[config.mk]
export PLATFORM = sky130hd
export DESIGN_NAME = mul32
export DESIGN_NICKNAME = d
export VERILOG_FILES = /design/src/rtl/muldiv_pkg.sv /design/src/rtl/mul_digit_pp.sv /design/src/rtl/mul32.sv
export SDC_FILE = /design/constraint.sdc
export NUM_CORES = 1
export LEC_CHECK = 0
export ABC_AREA = 1
export CAP_MARGIN = 20
export CORE_MARGIN = 5
export CORE_UTILIZATION = 60
export DETAILED_ROUTE_END_ITERATION = 6
export HOLD_SLACK_MARGIN = 0.03
export PLACE_DENSITY_LB_ADDON = 0.05
export SLEW_MARGIN = 20
export SYNTH_ARGS = -nofsm -noshare
export SYNTH_HDL_FRONTEND = slang
export SYNTH_SLANG_ARGS = --single-unit
[constraint.sdc]
create_clock -name clk -period 6.2 [get_ports clk]
set_clock_uncertainty 0.1 [all_clocks]
set_input_delay 0.62 -clock clk [delete_from_list [all_inputs] [get_ports clk]]
set_output_delay 0.62 -clock clk [all_outputs]
set_load 0.05 [all_outputs]
[src/rtl/muldiv_pkg.sv]
// Shared definitions for the M-extension multiply/divide units.
package muldiv_pkg;

  localparam logic [1:0] OP_MUL    = 2'b00;
  localparam logic [1:0] OP_MULH   = 2'b01;
  localparam logic [1:0] OP_MULHSU = 2'b10;
  localparam logic [1:0] OP_MULHU  = 2'b11;

  localparam int MUL_ITERS  = 11;
  localparam int RADIX_BITS = 3;

  typedef enum logic [1:0] {
    IDLE,
    ITER,
    FIX
  } mul_state_e;

  // Two's-complement magnitude; 0x80000000 maps to itself as an unsigned value.
  function automatic logic [31:0] mag32(input logic [31:0] v, input logic is_signed);
    return (is_signed && v[31]) ? (~v + 32'd1) : v;
  endfunction

endpackage

[src/rtl/mul_digit_pp.sv]
// Radix-8 partial product: 3-bit digit times 32-bit value from x1/x2/x4 terms.
module mul_digit_pp (
  input  logic [2:0]  digit,
  input  logic [31:0] x,
  output logic [34:0] pp
);

  always_comb begin
    pp = ({3'b000, x}      & {35{digit[0]}})
       + ({2'b00, x, 1'b0} & {35{digit[1]}})
       + ({1'b0, x, 2'b00} & {35{digit[2]}});
  end

endmodule

[src/rtl/mul32.sv]
// Iterative radix-8 RV32M multiplier: magnitude product, then sign fix and half select.
module mul32
  import muldiv_pkg::*;
#(
  parameter bit EARLY_ZERO = 1'b1
) (
  input  logic        clk,
  input  logic        rst,
  input  logic        start,
  input  logic [1:0]  op,
  input  logic [31:0] rs1,
  input  logic [31:0] rs2,
  output logic [31:0] result,
  output logic        busy,
  output logic        done
);

  mul_state_e  state, state_nxt;
  logic [31:0] mcand, mplier;
  logic        neg, op_mul;
  logic [63:0] prod, prod_nxt, fixed;
  logic [3:0]  cnt, k;
  logic [5:0]  shamt;
  logic [34:0] pp;
  logic        rs1_signed, rs2_signed, zero_op;
  logic [31:0] result_d;
  logic        busy_d, done_d;

  assign rs1_signed = (op == OP_MULH) || (op == OP_MULHSU);
  assign rs2_signed = (op == OP_MULH);
  assign zero_op    = EARLY_ZERO && ((rs1 == '0) || (rs2 == '0));

  mul_digit_pp u_pp (
    .digit (mplier[2:0]),
    .x     (mcand),
    .pp    (pp)
  );

  // mplier shifts right each iteration, so its low digit is always digit k.
  assign k        = 4'(MUL_ITERS) - cnt;
  assign shamt    = {1'b0, k, 1'b0} + {2'b00, k};
  assign prod_nxt = prod + (64'(pp) << shamt);
  assign fixed    = neg ? (~prod + 64'd1) : prod;

  always_ff @(posedge clk or posedge rst) begin
    if (rst) state <= IDLE;
    else     state <= state_nxt;
  end

  always_comb begin
    state_nxt = state;
    case (state)
      IDLE:    if (start) state_nxt = ITER;
      ITER:    if (cnt == 4'd1) state_nxt = FIX;
      FIX:     state_nxt = IDLE;
      default: state_nxt = IDLE;
    endcase
  end

  always_comb begin
    busy_d   = busy;
    done_d   = 1'b0;
    result_d = result;
    case (state)
      IDLE: if (start) busy_d = 1'b1;
      FIX: begin
        busy_d   = 1'b0;
        done_d   = 1'b1;
        result_d = op_mul ? fixed[31:0] : fixed[63:32];
      end
      default: ;
    endcase
  end

  // Zero operands take a single all-zero iteration, giving done two edges after accept.
  always_ff @(posedge clk or posedge rst) begin
    if (rst) begin
      mcand  <= '0;
      mplier <= '0;
      neg    <= 1'b0;
      op_mul <= 1'b0;
      prod   <= '0;
      cnt    <= '0;
      result <= '0;
      busy   <= 1'b0;
      done   <= 1'b0;
    end else begin
      result <= result_d;
      busy   <= busy_d;
      done   <= done_d;
      case (state)
        IDLE: if (start) begin
          mcand  <= zero_op ? '0 : mag32(rs1, rs1_signed);
          mplier <= zero_op ? '0 : mag32(rs2, rs2_signed);
          neg    <= (rs1_signed & rs1[31]) ^ (rs2_signed & rs2[31]);
          op_mul <= (op == OP_MUL);
          prod   <= '0;
          cnt    <= zero_op ? 4'd1 : 4'(MUL_ITERS);
        end
        ITER: begin
          prod   <= prod_nxt;
          mplier <= mplier >> RADIX_BITS;
          cnt    <= cnt - 4'd1;
        end
        default: ;
      endcase
    end
  end

endmodule

### Word level (Yosys, flattened, before mapping)

Index checks and enable logic that the tools add are counted.

| storage, ports and cells | value |
|---|---|
| bits in registers | 170 |
| bits of input ports | 69 |
| output and inout port bits | 34 |
| logic and storage cells | 69 |

| cells by class | value |
|---|---|
| add/sub/neg operators | 9 |
| eq/ne operators | 7 |
| shifts and indexed selects | 1 |
| multiplexer cells | 19 |
| bitwise operators | 9 |
| reductions and logical operators | 14 |

Operators with widths:

| operator | count |
|---|---|
| $mux W32 | 6 |
| $mux W64 | 2 |
| $pmux W64 S2 | 1 |
| $add A35 B35 Y35 | 2 |
| $add A32 B1 Y32 const B | 2 |
| $add A64 B1 Y64 const B | 1 |
| $add A64 B64 Y64 | 1 |
| $logic_not A32 Y1 | 2 |
| $not A32 Y32 | 2 |
| $not A64 Y64 | 1 |
| $pmux W32 S2 | 1 |
| $shl A35 B6 Y64 | 1 |
| $and A32 B35 Y35 | 1 |
| $and A33 B35 Y35 | 1 |
| $and A34 B35 Y35 | 1 |
| $mux W4 | 2 |
| $pmux W4 S2 | 1 |
| $reduce_and A2 Y1 | 4 |
| $add A5 B4 Y6 | 1 |
| $eq A2 B1 Y1 const B | 2 |
| $eq A2 B2 Y1 const B | 2 |
| $eq A4 B1 Y1 const B | 1 |
| $logic_not A2 Y1 | 2 |
| $mux W2 | 2 |
| other kinds (11) | 17 |

### Logic depth before layout (Yosys ltp)

| logic depth | value |
|---|---|
| depth in word-level cells | 6 |
| depth in mapped cells | 44 |

### Cells and area by module

A second synthesis with hierarchy kept.

| unflattened totals | value |
|---|---|
| cell total of the unflattened synthesis | 3779 |
| area, all modules | 22083.7 um^2 |

By module, submodules not included:

| module | instances | cells each | area an instance (um^2) | seq. area each (um^2) |
|---|---|---|---|---|
| mul32 | 1 | 3075 | 18400.1 | 4254.1 |
| mul_digit_pp | 1 | 704 | 3683.5 | 0.0 |

### Worst setup path before layout

Ideal clock, no wire load.

| path | value |
|---|---|
| path kind | register to register |
| from | register mplier[0] |
| to | register prod[41] |
| library setup time | 0.130 ns |
| data arrival time | 5.191 ns |
| data required time | 5.970 ns |
| path slack | 0.779 ns |
| stages on the path, launching flop included | 38 |
| buffers on the path | 2 |
| period minus slack after synthesis | 5.421 ns |
| cells stage by stage | dfrtp_1 -> clkbuf_1 -> clkbuf_1 -> nand2_1 -> fa_1 -> inv_1 -> ha_1 -> inv_1 -> fa_1 -> inv_1 -> nand3_1 -> nand2_1 -> nand2_1 -> nand2_1 -> nand2_1 -> nand2_1 -> xor2_1 -> nand2_1 -> [... 2 more ...] -> o21ai_0 -> or2_2 -> nand3_1 -> nand3_1 -> o21ai_0 -> nor2_1 -> ha_1 -> a21oi_1 -> inv_1 -> a31oi_1 -> o21ai_0 -> a21oi_1 -> nand2_1 -> a21oi_1 -> o21ai_0 -> or2_0 -> nand3_1 -> o21ai_0 |

| between the ends | value |
|---|---|
| cells in the longest elaborated chain, start to end | 6 |

Ends and longest elaborated chain:

| what | line | source |
|---|---|---|
| start, declared | mul32.sv:19 | `logic [31:0] mcand, mplier;` |
| start signal, assigned | mul32.sv:94 | `mplier <= zero_op ? '0 : mag32(rs2, rs2_signed);` |
| start signal, assigned | mul32.sv:102 | `mplier <= mplier >> RADIX_BITS;` |
| $and A32 B35 Y35 | mul_digit_pp.sv:9 | `pp = ({3'b000, x} & {35{digit[0]}})` |
| $add A35 B35 Y35 | mul_digit_pp.sv:10 | `+ ({2'b00, x, 1'b0} & {35{digit[1]}})` |
| $add A35 B35 Y35 | mul_digit_pp.sv:11 | `+ ({1'b0, x, 2'b00} & {35{digit[2]}});` |
| $shl A35 B6 Y64 | mul32.sv:42 | `assign prod_nxt = prod + (64'(pp) << shamt);` |
| $add A64 B64 Y64 | mul32.sv:42 |  |
| $pmux W64 S2 | mul32.sv:91 | `case (state)` |
| end signal, assigned | mul32.sv:101 | `prod <= prod_nxt;` |
| end, declared | mul32.sv:21 | `logic [63:0] prod, prod_nxt, fixed;` |

Every way passes these cells.
A chain may end at the register's enable or synchronous reset.

### Worst setup path after layout

| path | value |
|---|---|
| from | register mplier[1] |
| to | register prod[44] |

| between the ends | value |
|---|---|
| cells in the longest elaborated chain, start to end | 6 |

Ends and longest elaborated chain:

| what | line |
|---|---|
| $and A33 B35 Y35 | mul_digit_pp.sv:10 |
| $add A35 B35 Y35 | mul_digit_pp.sv:10 |
| $add A35 B35 Y35 | mul_digit_pp.sv:11 |
| $shl A35 B6 Y64 | mul32.sv:42 |
| $add A64 B64 Y64 | mul32.sv:42 |
| $pmux W64 S2 | mul32.sv:91 |

Every way passes these cells.

==> flow_summary.toml <==
[global_routing]
track_usage = 0.393
grt_max_degree = 72
grt_overflow = 0
antenna_found_initial = 3
grt_first_pass_wirelength_mm = 120
grt_pass1_vias = 22900

[cts]
cts_root_buf = "clkbuf_16"
clk_latency_ns = 0.48
postCtsHoldBufs = 0
cts_buffers = 17
cts.sinks = 170
tritoncts = "built"
clk_pin_slew_ns = 0.08
htree_levels = 4
cts_max_path_buffers = 2

[place]
gp_congestion = 1.18
hpwl_mm = 60.8
pre_cts_ws_ns = -0.209
io_buffers = 102
dp.cells = 3900

[routing]
drtIter0Drc = 2807
vias = 24200
ant_nets = 0
routed_wl_mm = 77.2
drc = 1
vias_per_cell = 6.11
drt-wirelength-per-cell_um = 19.5
firstDrtPassIters = 7

[die]
design.die.area_mm2 = 0.0377
core_area_mm2 = 0.0335
core.rowCount = 67
fp.dieH_um = 194
ios = 103
start_util = 0.607
die_x_um = 194

[min_path]
min-delay-start = "busy"
min_path_cells = 2
whs_endpoint = "busy"
hold_path_class = "flip-flop to flip-flop"

[setup_path]
critical_path_arrival_ns = 6.17
crit_slowest_cell = "fa_1"
cp_top_family = "simple AND/OR/NAND/NOR gates"
regToRegSetupSlack_ns = 0.25
crit_fanout = 16
r2r-end = "prod[44]"
crit_type = "flip-flop to flip-flop"
r2r-start = "mplier[1]"
cp_common_cell = "nand2_1"
ff2ff_path_depth = 35
critPathBufInv = 7
slowest_delay_ns = 0.51
cp.required_ns = 6.43
start_kind = "flip-flop"
end_kind = "flip-flop"

[cells_and_area]
area_delta_synth_final_pct = 16.3
nets = 3703
finalNonFillerCells = 3954
layout-drive-gt1-share = 0.0970
nFillCells = 3020

[synth]
ys_seq_elements = 170
mappedNetlistArea_mm2 = 0.0203
synthArstFlopShare = 1.00
syn-instance-count = 3361
synth_cell_types = 60
ys_top_cells_by_area = "dfrtp_1 (21%), nand2_1 (17%), inv_1 (8.7%), o21ai_0 (6.8%), ha_1 (6.8%)"
synth_edf_count = 0
synthesis.nets = 3573
synth-main-ff-cell = "dfrtp_1"
ys_top_cells_by_count = "nand2_1 (899), inv_1 (473), nor2_1 (314)"
synth_largest_area_cell = "dfrtp_1"
yosys_warnings = 0
synth.top_cell.area_share = 0.209
synth.most_common_cell = "nand2_1"
synth_seq_area_share = 0.209
synth.avg_cell_area_um2 = 6.05

[sta]
setup_viol = 0
hold_violations = 0
rsz0062_at_grt = "yes"
post-route-min-period_ns = 5.95
clock.fmax_ghz = 0.168
relSlewSlack = 0.325
fin_crit_sh = 0.959
setup_ws_ns = 0.254
worst_pin_slew_ns = 1.01
report.final.slew_viol_count = 0

[run_status]
status = "complete, but fails checks"
violations = "DRC"

[flow_run]
cap_violations = 0
==> how the worst max path moves through the flow <==
stage,start,endpoint,slack [ns],depth (start not counted)
4_1_cts,mplier[1],prod[59],0.0009,38
3_3_place_gp,mplier[0],prod[63],-0.19,33
3_5_place_dp,mplier[0],prod[63],-0.21,38
5_1_grt,mplier[0],prod[63],-0.12,36
2_1_floorplan,mplier[0],prod[41],0.78,37
6_report,mplier[1],prod[44],0.25,35
==> cell families (layout without fill, tap and decap cells) <==
group                      Yosys count  count (layout)  share of synthesized area
and+or+nand+nor                   1628            1628                      0.338
AOI/OAI and AO/OA                  728             728                      0.202
buffers and inverters              600             743                      0.111
DFF                                170             170                      0.209
adders and majority gates          143             143                      0.100
xor gates and xnor gates            88              88                     0.0379
muxes                                4               4                    0.00197
other                                0               2                          0
==> layout make-up <==
cell class                      count  area (µm²)  area share
Multi-Input combinational cell   2591       14500       0.611
Sequential cell                   170        4260       0.180
Timing Repair Buffer              224        1990      0.0842
Inverter                          487        1830      0.0775
Tap cell                          448         561      0.0237
Clock buffer                       19         443      0.0187
Clock inverter                     13         110     0.00465
Antenna cell                        2        5.00    0.000211
==> state kept, by name, indices dropped and copies added (netlist names) <==
name	count
busy	1
cnt	4
done	1
mcand	32
mplier	32
neg	1
op_mul	1
prod	64
result	32
state	2
==> timing repair <==
action | CTS | global route
pin swaps | 0 | 37
endpoints found under the setup margin | 9 | 39
hold endpoints to repair | 0 | 0
resized for setup | 6 | 167
setup buffers | 0 | 18
gates cloned | 0 | 1
==> through the flow <==
step           cell area (µm²)  TNS, ns   util  hold WS (ns)
2_1_floorplan            20300        0      -         0.349
3_3_place_gp             22300    -1.15  0.666         0.360
6_report                 23700        0  0.706         0.377
4_1_cts                  22900        0  0.684         0.381
3_5_place_dp             22300   -0.806  0.666         0.369
5_1_grt                  23700   -0.418  0.706         0.407
==> per-layer routing <==
layer | share of wire | up-vias | track usage
li1 | - | 11300 | -
met1 | 0.37 | 11200 | 0.466
met2 | 0.46 | 1338 | 0.645
met3 | 0.086 | 330 | 0.0709
met4 | 0.083 | 4 | 0.276
met5 | 0.00021 | - | 0
==> cells in the final DEF, fill, tap and decap left out, types with 22 or more instances in the layout <==
| cell | netlist | routed |
|---|---|---|
| a21oi_1 | 216 | 195 |
| o21ai_0 | 277 | 251 |
| dfrtp_1 | 170 | 167 |
| inv_1 | 473 | 470 |
| nand2_2 | 4 | 24 |
| buf_4 | 1 | 116 |
| a31oi_1 | 51 | 47 |
| ha_1 | 110 | 84 |
| nand2_1 | 899 | 879 |
| xnor2_1 | 28 | 26 |
| o21ai_1 | 26 | 45 |
| nor2_1 | 314 | 290 |
| xor2_1 | 60 | 57 |
| nand4_1 | 22 | 22 |
| a22oi_1 | 26 | 26 |
| nand3_1 | 258 | 248 |
| fa_1 | 33 | 31 |
| nor3_1 | 47 | 44 |
| clkdlybuf4s50_1 | 0 | 102 |
| nor2_2 | 6 | 24 |
| o22ai_1 | 34 | 34 |
==> worst reg2reg max path, delay by kind of cell (launching register included) <==
| kind | cells | cell delay, ns |
|---|---|---|
| adder cells (fa/ha/maj) | 3 | 1.10 |
| XOR/XNOR | 1 | 0.18 |
| buffers and inverters | 7 | 0.89 |
| AO/OA/AOI/OAI | 7 | 1.22 |
| flip-flops | 1 | 0.40 |
| AND/OR/NAND/NOR | 17 | 1.94 |
Power is not shown: default switching activity piles up to over one toggle a cycle in this logic, so the estimate is an artifact.
